<file path="src/rtl/exec_unit.sv">
// rtl/exec_unit.sv - integer execute unit: single-cycle ALU plus iterative multiply/divide
module exec_unit #(
    parameter int XLEN = 32,
    parameter int SHW  = $clog2(XLEN)
) (
    input  logic            clock,
    input  logic            reset,
    input  logic            io_flush,
    input  logic            io_in_valid,
    output logic            io_in_ready,
    input  logic [3:0]      io_cmd,
    input  logic [XLEN-1:0] io_rs1,
    input  logic [XLEN-1:0] io_rs2,
    input  logic [XLEN-1:0] io_imm,
    input  logic            io_use_imm,
    output logic [XLEN-1:0] io_out,
    output logic            io_out_valid,
    output logic            io_err,
    output logic            io_busy
);

    typedef enum logic [1:0] {
        S_IDLE = 2'd0,
        S_MUL  = 2'd1,
        S_DIV  = 2'd2
    } state_t;

    state_t state, state_nxt;

    logic            accept;
    logic            is_mul;
    logic            is_div;
    logic [XLEN-1:0] op_b;
    logic [SHW-1:0]  shamt;
    logic [XLEN-1:0] alu_res;
    logic            alu_illegal;

    // acc_hi/acc_lo hold product halves for MUL, remainder/quotient for DIV
    logic [XLEN-1:0] acc_hi;
    logic [XLEN-1:0] acc_lo;
    logic [XLEN-1:0] opnd;
    logic [SHW-1:0]  cnt;
    logic            sel_hi;
    logic            last;

    logic [XLEN:0]   mul_sum;
    logic [XLEN:0]   div_shift;
    logic [XLEN:0]   div_diff;
    logic            div_ge;
    logic [XLEN-1:0] it_hi;
    logic [XLEN-1:0] it_lo;

    assign op_b   = io_use_imm ? io_imm : io_rs2;
    assign shamt  = op_b[SHW-1:0];
    assign is_mul = (io_cmd == 4'd10) || (io_cmd == 4'd11);
    assign is_div = (io_cmd == 4'd12) || (io_cmd == 4'd13);
    assign accept = io_in_valid && io_in_ready && !io_flush && !reset;
    assign last   = (cnt == SHW'(XLEN - 1));

    always_comb begin
        alu_res     = '0;
        alu_illegal = 1'b0;
        case (io_cmd)
            4'd0:    alu_res = io_rs1 + op_b;
            4'd1:    alu_res = io_rs1 - op_b;
            4'd2:    alu_res = io_rs1 & op_b;
            4'd3:    alu_res = io_rs1 | op_b;
            4'd4:    alu_res = io_rs1 ^ op_b;
            4'd5:    alu_res = io_rs1 << shamt;
            4'd6:    alu_res = io_rs1 >> shamt;
            4'd7:    alu_res = $unsigned($signed(io_rs1) >>> shamt);
            4'd8:    alu_res = {{(XLEN-1){1'b0}}, ($signed(io_rs1) < $signed(op_b))};
            4'd9:    alu_res = {{(XLEN-1){1'b0}}, (io_rs1 < op_b)};
            4'd10,
            4'd11,
            4'd12,
            4'd13:   alu_res = '0;
            default: alu_illegal = 1'b1;
        endcase
    end

    // One shift-add step: conditionally add multiplicand into the high half, then shift right
    assign mul_sum = acc_lo[0] ? ({1'b0, acc_hi} + {1'b0, opnd}) : {1'b0, acc_hi};

    // One restoring step; a zero divisor naturally yields all-ones quotient and remainder = dividend
    assign div_shift = {acc_hi, acc_lo[XLEN-1]};
    assign div_diff  = div_shift - {1'b0, opnd};
    assign div_ge    = (div_shift >= {1'b0, opnd});

    always_ff @(posedge clock) begin
        if (reset) begin
            state <= S_IDLE;
        end else begin
            state <= state_nxt;
        end
    end

    always_comb begin
        state_nxt = state;
        case (state)
            S_IDLE: begin
                if (accept && is_mul) begin
                    state_nxt = S_MUL;
                end else if (accept && is_div) begin
                    state_nxt = S_DIV;
                end
            end
            S_MUL,
            S_DIV: begin
                if (io_flush || last) begin
                    state_nxt = S_IDLE;
                end
            end
            default: state_nxt = S_IDLE;
        endcase
    end

    always_comb begin
        io_in_ready = (state == S_IDLE);
        io_busy     = (state != S_IDLE);
        it_hi       = acc_hi;
        it_lo       = acc_lo;
        if (state == S_MUL) begin
            it_hi = mul_sum[XLEN:1];
            it_lo = {mul_sum[0], acc_lo[XLEN-1:1]};
        end else if (state == S_DIV) begin
            it_hi = div_ge ? div_diff[XLEN-1:0] : div_shift[XLEN-1:0];
            it_lo = {acc_lo[XLEN-2:0], div_ge};
        end
    end

    always_ff @(posedge clock) begin
        if (reset) begin
            io_out       <= '0;
            io_out_valid <= 1'b0;
            io_err       <= 1'b0;
            acc_hi       <= '0;
            acc_lo       <= '0;
            opnd         <= '0;
            cnt          <= '0;
            sel_hi       <= 1'b0;
        end else begin
            io_out_valid <= 1'b0;
            io_err       <= 1'b0;
            if (accept) begin
                if (is_mul) begin
                    acc_hi <= '0;
                    acc_lo <= op_b;
                    opnd   <= io_rs1;
                    cnt    <= '0;
                    sel_hi <= (io_cmd == 4'd11);
                end else if (is_div) begin
                    acc_hi <= '0;
                    acc_lo <= io_rs1;
                    opnd   <= op_b;
                    cnt    <= '0;
                    sel_hi <= (io_cmd == 4'd13);
                end else begin
                    io_out       <= alu_res;
                    io_out_valid <= 1'b1;
                    io_err       <= alu_illegal;
                end
            end else if (io_busy && !io_flush) begin
                acc_hi <= it_hi;
                acc_lo <= it_lo;
                cnt    <= cnt + SHW'(1);
                if (last) begin
                    io_out       <= sel_hi ? it_hi : it_lo;
                    io_out_valid <= 1'b1;
                end
            end
        end
    end

endmodule

</file>
<file path="config.mk">
export PLATFORM = sky130hd
export DESIGN_NAME = exec_unit
export DESIGN_NICKNAME = d
export VERILOG_FILES = /design/src/rtl/exec_unit.sv
export SDC_FILE = /design/constraint.sdc
export NUM_CORES = 1
export LEC_CHECK = 0
export CORE_MARGIN = 2
export CORE_UTILIZATION = 30
export CTS_BUF_LIST = sky130_fd_sc_hd__clkbuf_8
export DETAILED_ROUTE_END_ITERATION = 10
export PLACE_DENSITY_LB_ADDON = 0.3
export REMOVE_ABC_BUFFERS = 1
export SLEW_MARGIN = 20
export SYNTH_ARGS = -nofsm -noshare
export SYNTH_HDL_FRONTEND = slang
export SYNTH_SLANG_ARGS = --single-unit
export TNS_END_PERCENT = 10
</file>
<file path="constraint.sdc">
create_clock -name clock -period 6.3 [get_ports clock]
set_input_delay 1.26 -clock clock [delete_from_list [all_inputs] [get_ports clock]]
set_output_delay 1.26 -clock clock [all_outputs]
set_load 0.03 [all_outputs]
</file>
==> metrics.txt <==
# TYPE chip_impl_metric gauge
chip_impl_metric{name="max_clock_freq",unit="MHz"} 179
chip_impl_metric{name="first_pass_iters",unit=""} 6
chip_impl_metric{name="initialDrtViolationCount",unit=""} 3200
chip_impl_metric{name="cts_sinks",unit=""} 138
chip_impl_info{name="unrepaired_setup_endpoints_after_global_routing",value="no"} 1
chip_impl_info{name="worst_hold_path_type",value="flop to flop"} 1
chip_impl_info{name="worst_path_dominant_cell_family",value="compound AO/OA/AOI/OAI gates"} 1
chip_impl_metric{name="die_height",unit="µm"} 268
chip_impl_metric{name="route.vias.total",unit=""} 24411
chip_impl_metric{name="drc_markers",unit=""} 0
chip_impl_metric{name="routed_via_density",unit=""} 6.13
chip_impl_info{name="dominant_cell_by_count_in_the_synthesized_netlist",value="sky130_fd_sc_hd__a21oi_1"} 1
chip_impl_metric{name="groute.usage.overall",unit=""} 0.278
chip_impl_metric{name="routed_wl",unit="µm"} 103000
chip_impl_metric{name="ys_seq_elements",unit=""} 138
chip_impl_metric{name="timing.clock.skew",unit="ns"} 0.0241
chip_impl_info{name="synth.top_cells.by_area",value="sky130_fd_sc_hd__dfxtp_1 13%, sky130_fd_sc_hd__ha_1 10%, sky130_fd_sc_hd__a21oi_1 8.8%"} 1
chip_impl_metric{name="layout-drive-gt1-share",unit=""} 0.0725
chip_impl_metric{name="initial_utilization",unit=""} 0.304
chip_impl_metric{name="worst_slew_margin_rel",unit=""} 0.285
chip_impl_metric{name="grt_pass1_vias",unit=""} 22295
chip_impl_metric{name="area.growth.synth_to_final",unit="%"} 14.2
chip_impl_metric{name="synth_cells",unit=""} 3007
chip_impl_metric{name="place.detailed.hpwl",unit="µm"} 79700
chip_impl_metric{name="clk_pin_slew_worst_paths",unit="ns"} 0.10
chip_impl_metric{name="report.final.setup_viol",unit=""} 0
chip_impl_info{name="status",value="finished clean"} 1
chip_impl_metric{name="number_of_enable_flip_flop_cells_after_synthesis",unit=""} 0
chip_impl_metric{name="clock_insertion_delay_worst_skew",unit="ns"} 0.51
chip_impl_metric{name="synth_fa_ha_area_frac",unit=""} 0.105
chip_impl_info{name="worst-setup-path-type",value="input port to flop"} 1
chip_impl_metric{name="layout_worst_path_cycle_share",unit=""} 0.885
chip_impl_metric{name="path_buf_inv",unit=""} 3
chip_impl_metric{name="mapped_area",unit="µm²"} 20900
chip_impl_info{name="series_of_cell_instances_along_the_critical_path",value="buf_2 > mux2i_4 > inv_2 > ha_1 > inv_1 > fa_1 > nor2b_1 > o311ai_1 > a211oi_2 > o31ai_1 > nor2_1 > a2111oi_0 > a221o_1 > o21ai_1 > a311oi_1"} 1
chip_impl_metric{name="worstPathMaxFanout",unit=""} 16
chip_impl_metric{name="vdd_drop_max",unit="µV"} 92.9
chip_impl_metric{name="fin_ws",unit="ns"} 0.724
chip_impl_metric{name="placed_cells_incl_taps",unit=""} 3947
chip_impl_metric{name="die-area",unit="µm²"} 71900
chip_impl_metric{name="timing_worst_slew_pin_value",unit="ns"} 1.06
chip_impl_metric{name="avgSynthCellArea",unit="µm²"} 6.96
chip_impl_metric{name="postCtsHoldBufs",unit=""} 0
chip_impl_metric{name="wl_per_cell",unit="µm"} 25.8
chip_impl_metric{name="post_cts_resized",unit=""} 0
chip_impl_metric{name="placed_area",unit="µm²"} 23400
chip_impl_metric{name="post_synth_xor_area_fraction",unit=""} 0.0247
chip_impl_info{name="clock-root-buffer",value="sky130_fd_sc_hd__clkbuf_8"} 1
chip_impl_metric{name="htree_levels",unit=""} 4
chip_impl_metric{name="final_cells",unit=""} 3980
chip_impl_metric{name="maximum_single_stage_delay_on_the_critical_path",unit="ns"} 0.76
chip_impl_metric{name="ant_nets",unit=""} 0
chip_impl_metric{name="synth-simple-area-share",unit=""} 0.204
chip_impl_metric{name="p_leak",unit="nW"} 9.36
chip_impl_info{name="synth.largest_area_cell",value="sky130_fd_sc_hd__dfxtp_1"} 1
chip_impl_metric{name="die_width",unit="µm"} 268
chip_impl_metric{name="fp-row-count",unit=""} 96
chip_impl_info{name="dominantRegCellSynth",value="sky130_fd_sc_hd__dfxtp_1"} 1
chip_impl_metric{name="arrival",unit="ns"} 5.99
chip_impl_metric{name="cts_buffers",unit=""} 17
chip_impl_metric{name="finish.instance_area",unit="µm²"} 23900
chip_impl_info{name="crit_path_start_kind",value="input port"} 1
chip_impl_info{name="critical_path.endpoint_type",value="flop"} 1
chip_impl_metric{name="drv.max_cap_violation_count",unit=""} 0
chip_impl_metric{name="nNetsFinal",unit=""} 3313
chip_impl_metric{name="post-synth-top-area-fraction",unit=""} 0.132
chip_impl_metric{name="totalPowerFinal",unit="W"} 0.00356
chip_impl_metric{name="synth.lib_cells_used.distinct",unit=""} 96
chip_impl_metric{name="timing.final.max_slew_violations",unit=""} 0
chip_impl_metric{name="synth.yosys.seq_area_share",unit=""} 0.132
chip_impl_info{name="critPathSlowestCell",value="sky130_fd_sc_hd__a2111oi_0"} 1
chip_impl_metric{name="area_fraction_in_compound_gates_after_synthesis",unit=""} 0.338
chip_impl_metric{name="pre_cts_ws",unit="ns"} 0.379
chip_impl_info{name="synth_top_family_by_area",value="compound AO/OA/AOI/OAI gates"} 1
chip_impl_metric{name="core_area",unit="µm²"} 68800
chip_impl_metric{name="place.gp.congestion",unit=""} 1.04
chip_impl_metric{name="antenna_violations_before_repair",unit=""} 1
chip_impl_metric{name="synth.area.mux_share",unit=""} 0.126
chip_impl_metric{name="fin_tns_setup",unit="ns"} 0
chip_impl_metric{name="grt_start_max_net_pins",unit=""} 94
chip_impl_info{name="cell_types_with_the_highest_counts_after_synthesis",value="369 x sky130_fd_sc_hd__a21oi_1, 327 x sky130_fd_sc_hd__nand2_1, 293 x sky130_fd_sc_hd__nor2_1"} 1
chip_impl_metric{name="ys.warnings.count",unit=""} 0
chip_impl_metric{name="post_cts_setup_buffer_count",unit=""} 0
chip_impl_metric{name="portBuffers",unit=""} 140
chip_impl_metric{name="design.portCount",unit=""} 141
chip_impl_metric{name="period_minus_slack",unit="ns"} 5.58
chip_impl_metric{name="grt_overflow",unit=""} 0
chip_impl_metric{name="cp_data_required_time",unit="ns"} 6.71
chip_impl_metric{name="grt_pass1_wl",unit="µm"} 150000
chip_impl_metric{name="synthArstFlopShare",unit=""} 0
chip_impl_info{name="tritoncts",value="built"} 1
chip_impl_metric{name="timing.final.hold_violations",unit=""} 0
chip_impl_metric{name="power.density_cell_area",unit="nW/µm²"} 149
chip_impl_metric{name="clock_tree_buffer_depth",unit=""} 2
-- per-stage QoR --
step                       util  hold slack (ns)
final                     0.347            0.489
after global routing      0.347            0.511
after CTS                 0.347            0.486
after detailed placement  0.340            0.473
after global placement    0.340            0.464
after floorplan               -            0.443
-- sequential cells by signal (all words and copies together), names as in the netlist --
register      count
acc_hi           32
opnd             32
cnt               5
acc_lo           32
io_out           32
state             2
io_out_valid      1
sel_hi            1
io_err            1
-- layout by cell type (no fill, tap or decap), drive strengths merged, types with 78 or more instances in the layout --
master,Yosys,layout
a21oi,369,369
buf,55,99
clkdlybuf4s50,0,138
dfxtp,138,138
ha,169,169
inv,143,148
mux2i,180,180
nand2,327,327
nand3,79,79
nor2,295,295
o211ai,78,78
o21ai,186,186
-- cell type report --
cell class,count,area (µm²)
diodes,1,2.50
clock buffers,17,234
clock inverters,15,246
fillers,7523,44900
inverters,145,544
multi-input cells,2496,16800
flip-flops and latches,138,2760
well taps,931,1160
repair buffers,237,2130
-- where the power goes --
part / internal [W] / switching (W)
logic: 0.000581 / 0.00112
registers: 0.000892 / 0.0000255
clock network: 0.000513 / 0.000424
-- layer usage --
metal,track usage,part of all wire,up-vias
met5,0,0,-
met4,0.113,0.043,0
met3,0.0426,0.075,221
met2,0.447,0.45,1235
met1,0.370,0.43,11761
li1,-,-,11194
-- worst register-to-register path: cells and delay by family (launching register included) --
kind                       cells  cell delay, ns
adders and majority gates      1            0.40
and+or+nand+nor                2            0.48
muxes                          1            0.25
DFF                            1            0.40
buffers and inverters          1            0.06
AOI/OAI and AO/OA              7            2.91
-- final timing paths --
kind	startpoint	to	slack [ns]	depth (start not counted)
worst max-delay path	io_use_imm	io_out[22]$_SDFFE_PP0P_	0.72	15
worst min-delay path	cnt[4]$_SDFFE_PP0P_	cnt[4]$_SDFFE_PP0P_	0.49	2
worst max register to register	opnd[4]$_SDFFE_PP0P_	io_out[14]$_SDFFE_PP0P_	1.76	12
worst min register to register	cnt[4]$_SDFFE_PP0P_	cnt[4]$_SDFFE_PP0P_	0.49	2
-- kinds of logic (layout without fill, tap and decap cells) --
| group | count (synthesis) | count (layout) |
|---|---|---|
| muxes | 223 | 223 |
| DFF | 138 | 138 |
| and+or+nand+nor | 947 | 947 |
| adders and majority gates | 173 | 173 |
| xor gates and xnor gates | 59 | 59 |
| AOI/OAI and AO/OA | 1094 | 1094 |
| other | 0 | 1 |
| buffers and inverters | 373 | 414 |
Note: power is estimated with default switching activity, not from simulation.
==> variant (same flow settings) <==
The 3 states of `state_t` get a one-hot encoding in 3 bits.
--- a/src/rtl/exec_unit.sv
+++ b/src/rtl/exec_unit.sv
@@ -19,10 +19,10 @@
     output logic            io_busy
 );
 
-    typedef enum logic [1:0] {
-        S_IDLE = 2'd0,
-        S_MUL  = 2'd1,
-        S_DIV  = 2'd2
+    typedef enum logic [2:0] {
+        S_IDLE = 3'b001,
+        S_MUL  = 3'b010,
+        S_DIV  = 3'b100
     } state_t;
 
     state_t state, state_nxt;
Function: same outputs for any inputs over 4 cycles, from zero or initial values and one cycle with reset high; so few cycles prove little.
==> variant against the original RTL <==
  * The run now ends with design-rule violations left
  * Synthesized area is 5.5% lower
  * Worst setup slack improved by 0.28 ns
  * Sequential cell count is 1 higher
  * Largest power group unchanged
  * Fmax is 5.3% higher
  * Synthesized cell count fell by 2.1%
  * Power is 6.1% lower
  * Sequential power is 2.2% higher
  * Global-route usage decreased by 0.22 points
  * Wire length is 6.0% lower
  * Critical endpoint is now io_out[31]
  * Clock skew decreased by 0.0042 ns
  * Count of clock-buffer cells in the layout up 1
  * Register-to-register slack gained 0.08 ns
  * Cell area shrank 5.6%
  * Critical path depth increased by 2
==> variant: results (changes against the original RTL) <==
[detailed_routing] initial DRC count 2811 [-12%]
[timing] minimum hold slack 0.479 ns [-0.00959 ns]
[global_routing] met1 track demand over resource 36.8% [-0.23 points]
[place] Placement Cell Area 0.0222 sq mm [-5.4%]
[detailed_routing] number of optimization iterations in the first detailed-route pass 9 [+3]
[outcome] violated checks design-rule violations
[synthesis] count of distinct cell types in the synthesized netlist 86 [-10%]
[critical_path] Crit Reg-Reg Startpoint opnd[24]
[critical_path] crit path max fanout 10 [-6]
[detailed_routing] wire length the detailed router placed on met1 40800 um [-7.7%]
[outcome] run status finished with violations
[critical_path] critical path's largest stage delay 0.50 ns [-0.26 ns]
[critical_path] register-to-register setup slack 1.84 ns [+0.08 ns]
[synthesis] synthesized instance count 2944 [-2.1%]
[critical_path] cell at the slowest stage of the critical path sky130_fd_sc_hd__mux2i_1
[synthesis] ranking of synthesized cells by area sky130_fd_sc_hd__dfxtp_1 14%, sky130_fd_sc_hd__ha_1 10%, sky130_fd_sc_hd__mux2i_1 7.7%
[global_routing] maximum number of pins on one net before global-route repair 76 [-19%]
[floorplan] cell row count 94 [-2.1%]
[final_layout] total of clock buffers placed in the layout 18 [+1]
[global_routing] number of global-route vias before repair 21582 [-3.2%]
[critical_path] crit path capture io_out[31]
[final_layout] Final Instance Count excl. Fillers 3842 [-3.5%]
[detailed_routing] highest metal layer with signal wires met5
[final_layout] total number of nets in the final design 3239 [-2.2%]
[final_layout] fraction of final layout cells sized beyond drive strength 1 6.28% [-0.97 points]
[clock_network] clock network latency to the later pin of the worst-skew pair 0.49 ns [-0.02 ns]
[detailed_routing] count of unresolved DRC violations after routing 1 [+1]
[place] last weighted congestion value of the routability-driven placer 1.04 [+0.19%]
[power_and_ir_drop] largest vdd supply drop 0.134 mV [+44%]
[power_and_ir_drop] Pleak 9.11 nW [-2.7%]
[place] pre-CTS setup slack 0.627 ns [+0.248 ns]
[place] DP HPWL 75400 um [-5.4%]
[final_layout] Layout non-clock buf frac 9.15% [+0.23 points]
[synthesis] commonest cells in the synthesized netlist 364 x sky130_fd_sc_hd__nor2_1, 332 x sky130_fd_sc_hd__nand2_1, 299 x sky130_fd_sc_hd__a21oi_1, 173 x sky130_fd_sc_hd__o21ai_0, 169 x sky130_fd_sc_hd__clkbuf_1
[global_routing] wire length of the first global-routing pass 142000 um [-5.3%]
[final_layout] area taken by flip-flops and latches 0.00278 sq mm [+0.72%]
[final_layout] area of all placed cells without fillers 0.0226 sq mm [-5.6%]
[synthesis] sequential cell area fraction in the yosys report 14.1% [+0.86 points]
[global_routing] initial antenna violation count 2 [+1]
[global_routing] met3 track utilization from global routing 3.97% [-0.29 points]
[final_layout] number of fillers in the final layout 7107 [-5.5%]
-- variant: cell count changes in the layout (fill, tap and decap cells not counted), sizes merged, moves of 14 or more --
cell,unedited run,this run
a211o,17,3
nor4,21,6
o311ai,5,22
o22ai,35,72
a22oi,7,33
a21oi,369,302
mux4,30,3
a211oi,54,88
nor2,295,364
mux2i,180,154
-- variant: cells by family after synthesis --
| group | after synthesis | share of synthesized area [%] |
|---|---|---|
| fa+ha+maj | 170 | 10.9 |
| flops | 139 | 14.1 |
| xor+xnor | 82 | 3.63 |
| mux | 163 | 8.55 |
| simple gates | 970 | 21.0 |
| buf+inv | 372 | 7.33 |
| compound gates | 1048 | 34.5 |
-- variant: power breakdown --
| part | total, mW | leakage (nW) | internal [mW] | switching [mW] |
|---|---|---|---|---|
| clock | 0.810 | 0.203 | 0.402 | 0.408 |
| sequential | 0.937 | 1.13 | 0.904 | 0.0326 |
| combinational | 1.59 | 7.78 | 0.550 | 1.04 |
| total | 3.34 | 9.11 | 1.86 | 1.48 |
